[src/rtl/fetch_buffered_if.sv]
// Fetch-stage bus: instruction-memory request/response, redirect and decode handshake.
// Performance counter outputs exist only when FETCH_BUFFERED_PERF_EN is defined.
interface fetch_buffered_if #(
    parameter int INS_SIZE = 32,
    parameter int PC_NUM   = 256,
    parameter int DEPTH    = 4
);
    localparam int PC_W  = $clog2(PC_NUM);
    localparam int CNT_W = $clog2(DEPTH) + 1;

    logic                imem_req_o;
    logic [PC_W-1:0]     imem_addr_o;
    logic [INS_SIZE-1:0] imem_data_i;
    logic                redirect_i;
    logic [PC_W-1:0]     redirect_pc_i;
    logic                fetch_valid_o;
    logic                fetch_ready_i;
    logic [INS_SIZE-1:0] fetch_inst_o;
    logic [PC_W-1:0]     fetch_pc_o;
    logic [CNT_W-1:0]    fetch_count_o;
`ifdef FETCH_BUFFERED_PERF_EN
    logic [31:0]         perf_stall_cycles_o;
    logic [31:0]         perf_redirects_o;
`endif

    modport master (
        output imem_req_o, imem_addr_o, fetch_valid_o, fetch_inst_o, fetch_pc_o, fetch_count_o,
`ifdef FETCH_BUFFERED_PERF_EN
        output perf_stall_cycles_o, perf_redirects_o,
`endif
        input  imem_data_i, redirect_i, redirect_pc_i, fetch_ready_i
    );

    modport slave (
        input  imem_req_o, imem_addr_o, fetch_valid_o, fetch_inst_o, fetch_pc_o, fetch_count_o,
`ifdef FETCH_BUFFERED_PERF_EN
        input  perf_stall_cycles_o, perf_redirects_o,
`endif
        output imem_data_i, redirect_i, redirect_pc_i, fetch_ready_i
    );
endinterface

[src/rtl/fetch_buffered.sv]
// Buffered fetch stage: PC generator, 1-cycle imem port, DEPTH-entry prefetch FIFO to decode.
// Optional stall/redirect counters enabled by FETCH_BUFFERED_PERF_EN.
module fetch_buffered #(
    parameter int INS_SIZE = 32,
    parameter int PC_NUM   = 256,
    parameter int DEPTH    = 4
) (
    input logic             clk,
    input logic             srst,
    fetch_buffered_if.master bus
);
    localparam int PC_W  = $clog2(PC_NUM);
    localparam int PTR_W = $clog2(DEPTH);
    localparam int CNT_W = PTR_W + 1;

    logic [PC_W-1:0]     pc_q, infl_pc_q, pc_next, redir_target;
    logic                inflight_q;
    logic [PTR_W-1:0]    head_q, tail_q;
    logic [CNT_W-1:0]    count_q, credit_used;
    logic [INS_SIZE-1:0] mem_inst [DEPTH];
    logic [PC_W-1:0]     mem_pc   [DEPTH];
    logic                issue, push, pop, valid;

    always_comb begin
        credit_used  = count_q + CNT_W'(inflight_q);
        issue        = !srst && !bus.redirect_i && (credit_used < CNT_W'(DEPTH));
        valid        = (count_q != '0);
        // A redirect drops the response arriving this cycle; nothing issues during a redirect.
        push         = inflight_q && !bus.redirect_i;
        pop          = valid && bus.fetch_ready_i;
        pc_next      = (pc_q == PC_W'(PC_NUM - 1)) ? '0 : pc_q + 1'b1;
        redir_target = ({1'b0, bus.redirect_pc_i} >= (PC_W + 1)'(PC_NUM)) ? '0 : bus.redirect_pc_i;
    end

    always_ff @(posedge clk) begin
        if (srst) begin
            pc_q       <= '0;
            inflight_q <= 1'b0;
            infl_pc_q  <= '0;
            head_q     <= '0;
            tail_q     <= '0;
            count_q    <= '0;
        end else begin
            inflight_q <= issue;
            if (issue) begin
                infl_pc_q <= pc_q;
                pc_q      <= pc_next;
            end
            if (bus.redirect_i) begin
                pc_q    <= redir_target;
                head_q  <= '0;
                tail_q  <= '0;
                count_q <= '0;
            end else begin
                if (push) tail_q <= tail_q + 1'b1;
                if (pop)  head_q <= head_q + 1'b1;
                count_q <= count_q + CNT_W'(push) - CNT_W'(pop);
            end
        end
    end

    always_ff @(posedge clk) begin
        if (!srst && push) begin
            mem_inst[tail_q] <= bus.imem_data_i;
            mem_pc[tail_q]   <= infl_pc_q;
        end
    end

    assign bus.imem_req_o    = issue;
    assign bus.imem_addr_o   = pc_q;
    assign bus.fetch_valid_o = valid;
    assign bus.fetch_inst_o  = valid ? mem_inst[head_q] : '0;
    assign bus.fetch_pc_o    = valid ? mem_pc[head_q] : '0;
    assign bus.fetch_count_o = count_q;

`ifdef FETCH_BUFFERED_PERF_EN
    logic [31:0] stall_q, redir_q;

    always_ff @(posedge clk) begin
        if (srst) begin
            stall_q <= '0;
            redir_q <= '0;
        end else begin
            if (valid && !bus.fetch_ready_i && stall_q != '1) stall_q <= stall_q + 1'b1;
            if (bus.redirect_i && redir_q != '1)              redir_q <= redir_q + 1'b1;
        end
    end

    assign bus.perf_stall_cycles_o = stall_q;
    assign bus.perf_redirects_o    = redir_q;
`endif
endmodule

[src/flat_wrapper.sv]
// flat-port wrapper written by rule: the top's interface ports become plain ports
module fetch_buffered_flat 
#(
    parameter int INS_SIZE = 32,
    parameter int PC_NUM   = 256,
    parameter int DEPTH    = 4
)
  (clk, srst, bus_imem_req_o, bus_imem_addr_o, bus_fetch_valid_o, bus_fetch_inst_o, bus_fetch_pc_o, bus_fetch_count_o, bus_imem_data_i, bus_redirect_i, bus_redirect_pc_i, bus_fetch_ready_i);
  fetch_buffered_if #(.INS_SIZE(INS_SIZE), .PC_NUM(PC_NUM), .DEPTH(DEPTH)) bus_i ();
  input logic clk;
  input logic srst;
  output wire logic [$bits(bus_i.imem_req_o)-1:0] bus_imem_req_o;
  output wire logic [$bits(bus_i.imem_addr_o)-1:0] bus_imem_addr_o;
  output wire logic [$bits(bus_i.fetch_valid_o)-1:0] bus_fetch_valid_o;
  output wire logic [$bits(bus_i.fetch_inst_o)-1:0] bus_fetch_inst_o;
  output wire logic [$bits(bus_i.fetch_pc_o)-1:0] bus_fetch_pc_o;
  output wire logic [$bits(bus_i.fetch_count_o)-1:0] bus_fetch_count_o;
  input wire logic [$bits(bus_i.imem_data_i)-1:0] bus_imem_data_i;
  input wire logic [$bits(bus_i.redirect_i)-1:0] bus_redirect_i;
  input wire logic [$bits(bus_i.redirect_pc_i)-1:0] bus_redirect_pc_i;
  input wire logic [$bits(bus_i.fetch_ready_i)-1:0] bus_fetch_ready_i;
  assign bus_imem_req_o = bus_i.imem_req_o;
  assign bus_imem_addr_o = bus_i.imem_addr_o;
  assign bus_fetch_valid_o = bus_i.fetch_valid_o;
  assign bus_fetch_inst_o = bus_i.fetch_inst_o;
  assign bus_fetch_pc_o = bus_i.fetch_pc_o;
  assign bus_fetch_count_o = bus_i.fetch_count_o;
  assign bus_i.imem_data_i = bus_imem_data_i;
  assign bus_i.redirect_i = bus_redirect_i;
  assign bus_i.redirect_pc_i = bus_redirect_pc_i;
  assign bus_i.fetch_ready_i = bus_fetch_ready_i;
  fetch_buffered #(.INS_SIZE(INS_SIZE), .PC_NUM(PC_NUM), .DEPTH(DEPTH)) u_core (.clk(clk), .srst(srst), .bus(bus_i));
endmodule
[config.mk]
export PLATFORM = sky130hd
export DESIGN_NAME = fetch_buffered_flat
export DESIGN_NICKNAME = d
export VERILOG_FILES = /design/src/rtl/fetch_buffered_if.sv /design/src/rtl/fetch_buffered.sv /design/src/flat_wrapper.sv
export SDC_FILE = /design/constraint.sdc
export NUM_CORES = 1
export LEC_CHECK = 0
export CAP_MARGIN = 0
export CORE_MARGIN = 2
export CORE_UTILIZATION = 59
export CTS_CLUSTER_DIAMETER = 150
export DETAILED_ROUTE_END_ITERATION = 8
export GPL_TIMING_DRIVEN = 0
export HOLD_SLACK_MARGIN = 0.15
export MAX_ROUTING_LAYER = met4
export PLACE_DENSITY = 0.95
export SLEW_MARGIN = 20
export SYNTH_ARGS = -nofsm -noshare
export SYNTH_HDL_FRONTEND = slang
export SYNTH_SLANG_ARGS = --single-unit
[constraint.sdc]
create_clock -name clk -period 5.1 [get_ports clk]
set_input_delay 1.275 -clock clk [delete_from_list [all_inputs] [get_ports clk]]
set_output_delay 1.275 -clock clk [all_outputs]
set_load 0.05 [all_outputs]
## After elaboration in Yosys (flattened, before gate mapping)

Memory sizes are Yosys's and may differ from the RTL's. A register that Yosys moved wholly into a read port is not among the register bits.
Cells that the tools add are included.

- Flip-flop bits (word level): 24
- Bits in writable memories: 160
- Word-level logic and storage cells: 37
- Memories kept: 2

Memories:

| memory | words | bits a word | rd ports | clocked after Yosys merged registers in | wr ports | line | RTL |
|---|---|---|---|---|---|---|---|
| u_core.mem_inst | 4 | 32 | 1 | 1 | 1 | fetch_buffered.sv:20 | `logic [INS_SIZE-1:0] mem_inst [DEPTH];` |
| u_core.mem_pc | 4 | 8 | 1 | 1 | 1 | fetch_buffered.sv:21 | `logic [PC_W-1:0] mem_pc [DEPTH];` |

- Add/sub/neg operators: 6
- Order comparisons: 1
- Equal/unequal tests: 1
- Mux-type cells: 11
- Reduce and logical (&&, ||, !) cells: 10

Operator list:

| cell | count |
|---|---|
| $mux W32 | 1 |
| $mux W8 | 4 |
| $add A8 B1 Y8 const B | 1 |
| $eq A8 B8 Y1 const B | 1 |
| $mux W2 | 4 |
| $add A3 B1 Y3 | 2 |
| $logic_and A1 B1 Y1 | 5 |
| $add A2 B1 Y2 const B | 2 |
| $lt A3 B3 Y1 const B | 1 |
| $reduce_bool A3 Y1 | 1 |
| $sub A3 B1 Y3 | 1 |
| $logic_not A1 Y1 | 2 |
| $mux W1 | 2 |
| $reduce_bool A2 Y1 | 1 |
| $reduce_or A2 Y1 | 1 |

## Depth between registers and ports, before layout

- Depth in word-level cells: 5
- Mapped depth: 11
- Gate-level depth less buffers: 10

## Least setup slack after synthesis

No wires, ideal clock.

- Kind: input to output
- Start: in bus_redirect_i
- End: out bus_imem_req_o
- Arrival: 2.485 ns
- Setup slack: 1.340 ns
- Stages: 4
- Path through: buf_2 -> or2_1 -> buf_2 -> nor2_1

- Cells in the longest elaborated chain, start to end: 3

RTL lines:

| item | line | RTL |
|---|---|---|
| start: declaration | flat_wrapper.sv:19 | `input wire logic [$bits(bus_i.redirect_i)-1:0] bus_redirect_i;` |
| $logic_not A1 Y1 | fetch_buffered.sv:26 | `issue = !srst && !bus.redirect_i && (credit_used < CNT_W'(DEPTH));` |
| $logic_and A1 B1 Y1 (2 in a row) | fetch_buffered.sv:26 |  |
| end: declaration | flat_wrapper.sv:12 | `output wire logic [$bits(bus_i.imem_req_o)-1:0] bus_imem_req_o;` |

No other way between the ends.

## Final worst setup path

- Start: reg u_core.count_q[2], in the netlist u_core.bus.fetch_count_o[2]
- End: out bus_fetch_pc_o[5]

- Cells in the longest elaborated chain, start to end: 2

RTL lines:

| item | line | RTL |
|---|---|---|
| start: declaration | fetch_buffered.sv:19 | `logic [CNT_W-1:0] count_q, credit_used;` |
| start signal: assignment | fetch_buffered.sv:57 | `count_q <= count_q + CNT_W'(push) - CNT_W'(pop);` |
| $reduce_bool A3 Y1 | fetch_buffered.sv:27 | `valid = (count_q != '0);` |
| $mux W8 | fetch_buffered.sv:73 | `assign bus.fetch_pc_o = valid ? mem_pc[head_q] : '0;` |
| end: declaration | flat_wrapper.sv:16 | `output wire logic [$bits(bus_i.fetch_pc_o)-1:0] bus_fetch_pc_o;` |

No other way between the ends.

==> impl_metrics.tcl <==
set metrics [dict create \
    final_cell_area_um2 9110 \
    synth_edf_count 160 \
    crit_type "reg2out" \
    grt_max_degree 28 \
    cts_tree "done" \
    fp.dieW_um 115 \
    fmax_mhz 238 \
    cts.path.max_buffers 2 \
    drc_errors 0 \
    ys_types 36 \
    synthFlopType "edfxtp_1" \
    met3_length_um 880 \
    rsz0062_at_grt "false" \
    cts_sinks 186 \
    htreeDepth 4 \
    synth_most_common_cell "edfxtp_1" \
    syn_inst 401 \
    skew_ns 0.00645 \
    avgSynthCellArea_um2 18.2 \
    viasPerCell 5.88 \
    ys_seq_area_frac 0.729 \
    die_h_um 115 \
    synthTopCellsByArea "edfxtp_1, mux4_2, dfxtp_1, and2_1, ha_1" \
    end_kind "output pin" \
    worstSetupStartpointType "flop" \
    root_buffer "clkbuf_16" \
    placeableCoreArea_um2 12100 \
    drt_pre_antenna_iters 5 \
    antenna_left 0 \
    ys_top_cells_by_count "edfxtp_1, and2_1, mux4_2" \
    vdd_ir_drop_max_mv 0.275 \
    synth_nets 453 \
    die_area_um2 13300 \
    initial_core_util 0.605 \
    syn_area_um2 7300 \
    required_ns 3.83 \
    cts.repair.resized 0 \
    fin_setup_tns_ns 0 \
    portBuffers 94 \
    vias 4107 \
    first_global_vias 4299 \
    slew_violations 0 \
    worst_pin_slew_ns 0.679 \
    overflow 0 \
    drt_wl_total_um 15300 \
    hp-class "reg2reg" \
    setup_viol 0 \
    leakage_nw 2.95 \
    grt_pass1_wl_um 23700 \
    cts.clk_slew.worst_paths_ns 0.07 \
    async_flop_share 0 \
    holdBufCountCts 0 \
    drt-initial-drc-count 442 \
    antenna_found_initial 0 \
    wl_met2_um 7890 \
    syn2layout_area_growth_pct 24.8 \
    fillers 633 \
    ys_ff_latch 186 \
    place_area_um2 8550 \
    gp_congestion 0.855 \
    rows 40 \
    ioPinCount 97 \
    hold_violations 0 \
    finalCriticalPeriod_ns 4.20 \
    cp.arrival_ns 2.93 \
    status "finished clean" \
    cap_violations 0 \
    met1_length_um 6180 \
    drive_gt1_frac 0.164 \
    powerDensity_nw_per_um2 354 \
    top_layer "met4" \
    post_drt_wl_per_cell_um 21.8 \
    cts_setup_buffers 0 \
    yosys_warnings 0 \
    nets 570 \
    grt_use_total 0.253 \
    synth_top_area_frac 0.658 \
    antenna_cells 0 \
    finalCritPeriodShare 0.824 \
    cts_buffers 17 \
    slew-limit-headroom 0.547 \
    cp_max_fo 10 \
    clock_latency_ns 0.43 \
    synth_top_area_cell "edfxtp_1" \
    hpwl_um 9330 \
]
cells in the final DEF (no fill, tap or decap), drive strengths merged, types with 2 or more instances in the layout:
cell type      synthesis  layout
or4                    3       3
nor2b                  2       2
and4                   2       2
xor2                   3       3
a211oi                 2       2
nand3                 13      13
clkinv                 0       2
mux4                  40      40
clkbuf                17      39
o21ai                 11      11
nor2                  17      17
clkdlybuf4s50          0      94
buf                    8      12
nand2                  2       2
a21oi                  8       8
o31ai                  2       2
clkinvlp               0       2
and3                   5       5
and2                  42      42
ha                     7       7
a311oi                 5       5
dfxtp                 26      26
nor3                   2       2
edfxtp               160     160
or3                    3       3
inv                    7      13
xnor2                  5       5
stage by stage:
| step | utilization | setup slack [ns] | total power, mW | cells | hold slack, ns |
|---|---|---|---|---|---|
| global placement | 0.701 | 0.781 | 2.00 | 663 | 0.466 |
| detailed placement | 0.709 | 0.940 | 2.01 | 667 | 0.486 |
| floorplan | - | 1.34 | 1.89 | 401 | 0.454 |
| CTS | 0.755 | 0.910 | 3.23 | 699 | 0.509 |
| finish | 0.755 | 0.898 | 3.23 | 699 | 0.508 |
| global route | 0.755 | 0.782 | 3.31 | 699 | 0.522 |
state kept, by name, indices dropped and copies added (netlist names), named ones only:
signal	cells
u_core.bus.fetch_count_o	3
u_core.bus.imem_addr_o	8
u_core.head_q	2
u_core.infl_pc_q	8
u_core.inflight_q	1
u_core.mem_inst	128
u_core.mem_pc	32
u_core.tail_q	2
final timing paths:
check,startpoint,endpoint,slack [ns],cells after the start
setup / recovery,u_core.bus.fetch_count_o[2],bus_fetch_pc_o[5],0.90,5
hold / removal,u_core.infl_pc_q[0],u_core.mem_pc[1][0],0.51,0
setup reg to reg,u_core.bus.fetch_count_o[2],u_core.bus.fetch_count_o[2],2.32,11
hold reg to reg,u_core.infl_pc_q[0],u_core.mem_pc[1][0],0.51,0
power by group:
group | switching [mW] | total (mW) | internal (mW) | leakage, nW
Combinational | 0.183 | 0.298 | 0.115 | 1.00
Clock | 0.556 | 1.25 | 0.690 | 0.273
Sequential | 0.0169 | 1.68 | 1.67 | 1.67
Total | 0.756 | 3.23 | 2.47 | 2.95
routing by layer:
metal	vias to the layer above	GRT usage
met2	195	0.405
met1	2080	0.325
li1	1807	-
met5	-	-
met3	25	0.0580
met4	0	0.0884
worst max-delay path, stage by stage, from the launching register on:
cell and delay [ns]:
dfxtp_1 0.50, or3_1 0.17, clkbuf_1 0.35, clkbuf_1 0.41, and2_1 0.21, clkdlybuf4s50_1 0.84
cell families after synthesis:
| group | synth area share |
|---|---|
| AO/OA/AOI/OAI | 0.0278 |
| buffers and inverters | 0.0195 |
| XOR/XNOR | 0.0106 |
| flip-flops | 0.729 |
| AND/OR/NAND/NOR | 0.0733 |
| adder cells (fa/ha/maj) | 0.0147 |
| multiplexers | 0.125 |
layout make-up:
| cell class | count | area, µm² | area share |
|---|---|---|---|
| clock buffer | 22 | 487 | 0.0534 |
| clock inverter | 10 | 80.1 | 0.00879 |
| timing repair buffer | 98 | 1030 | 0.113 |
| inverter | 7 | 26.3 | 0.00288 |
| sequential | 186 | 5330 | 0.584 |
| tap | 168 | 210 | 0.0231 |
| multi-input combinational | 183 | 1840 | 0.202 |
| buffer | 25 | 116 | 0.0128 |
(Power assumes the default switching activity.)
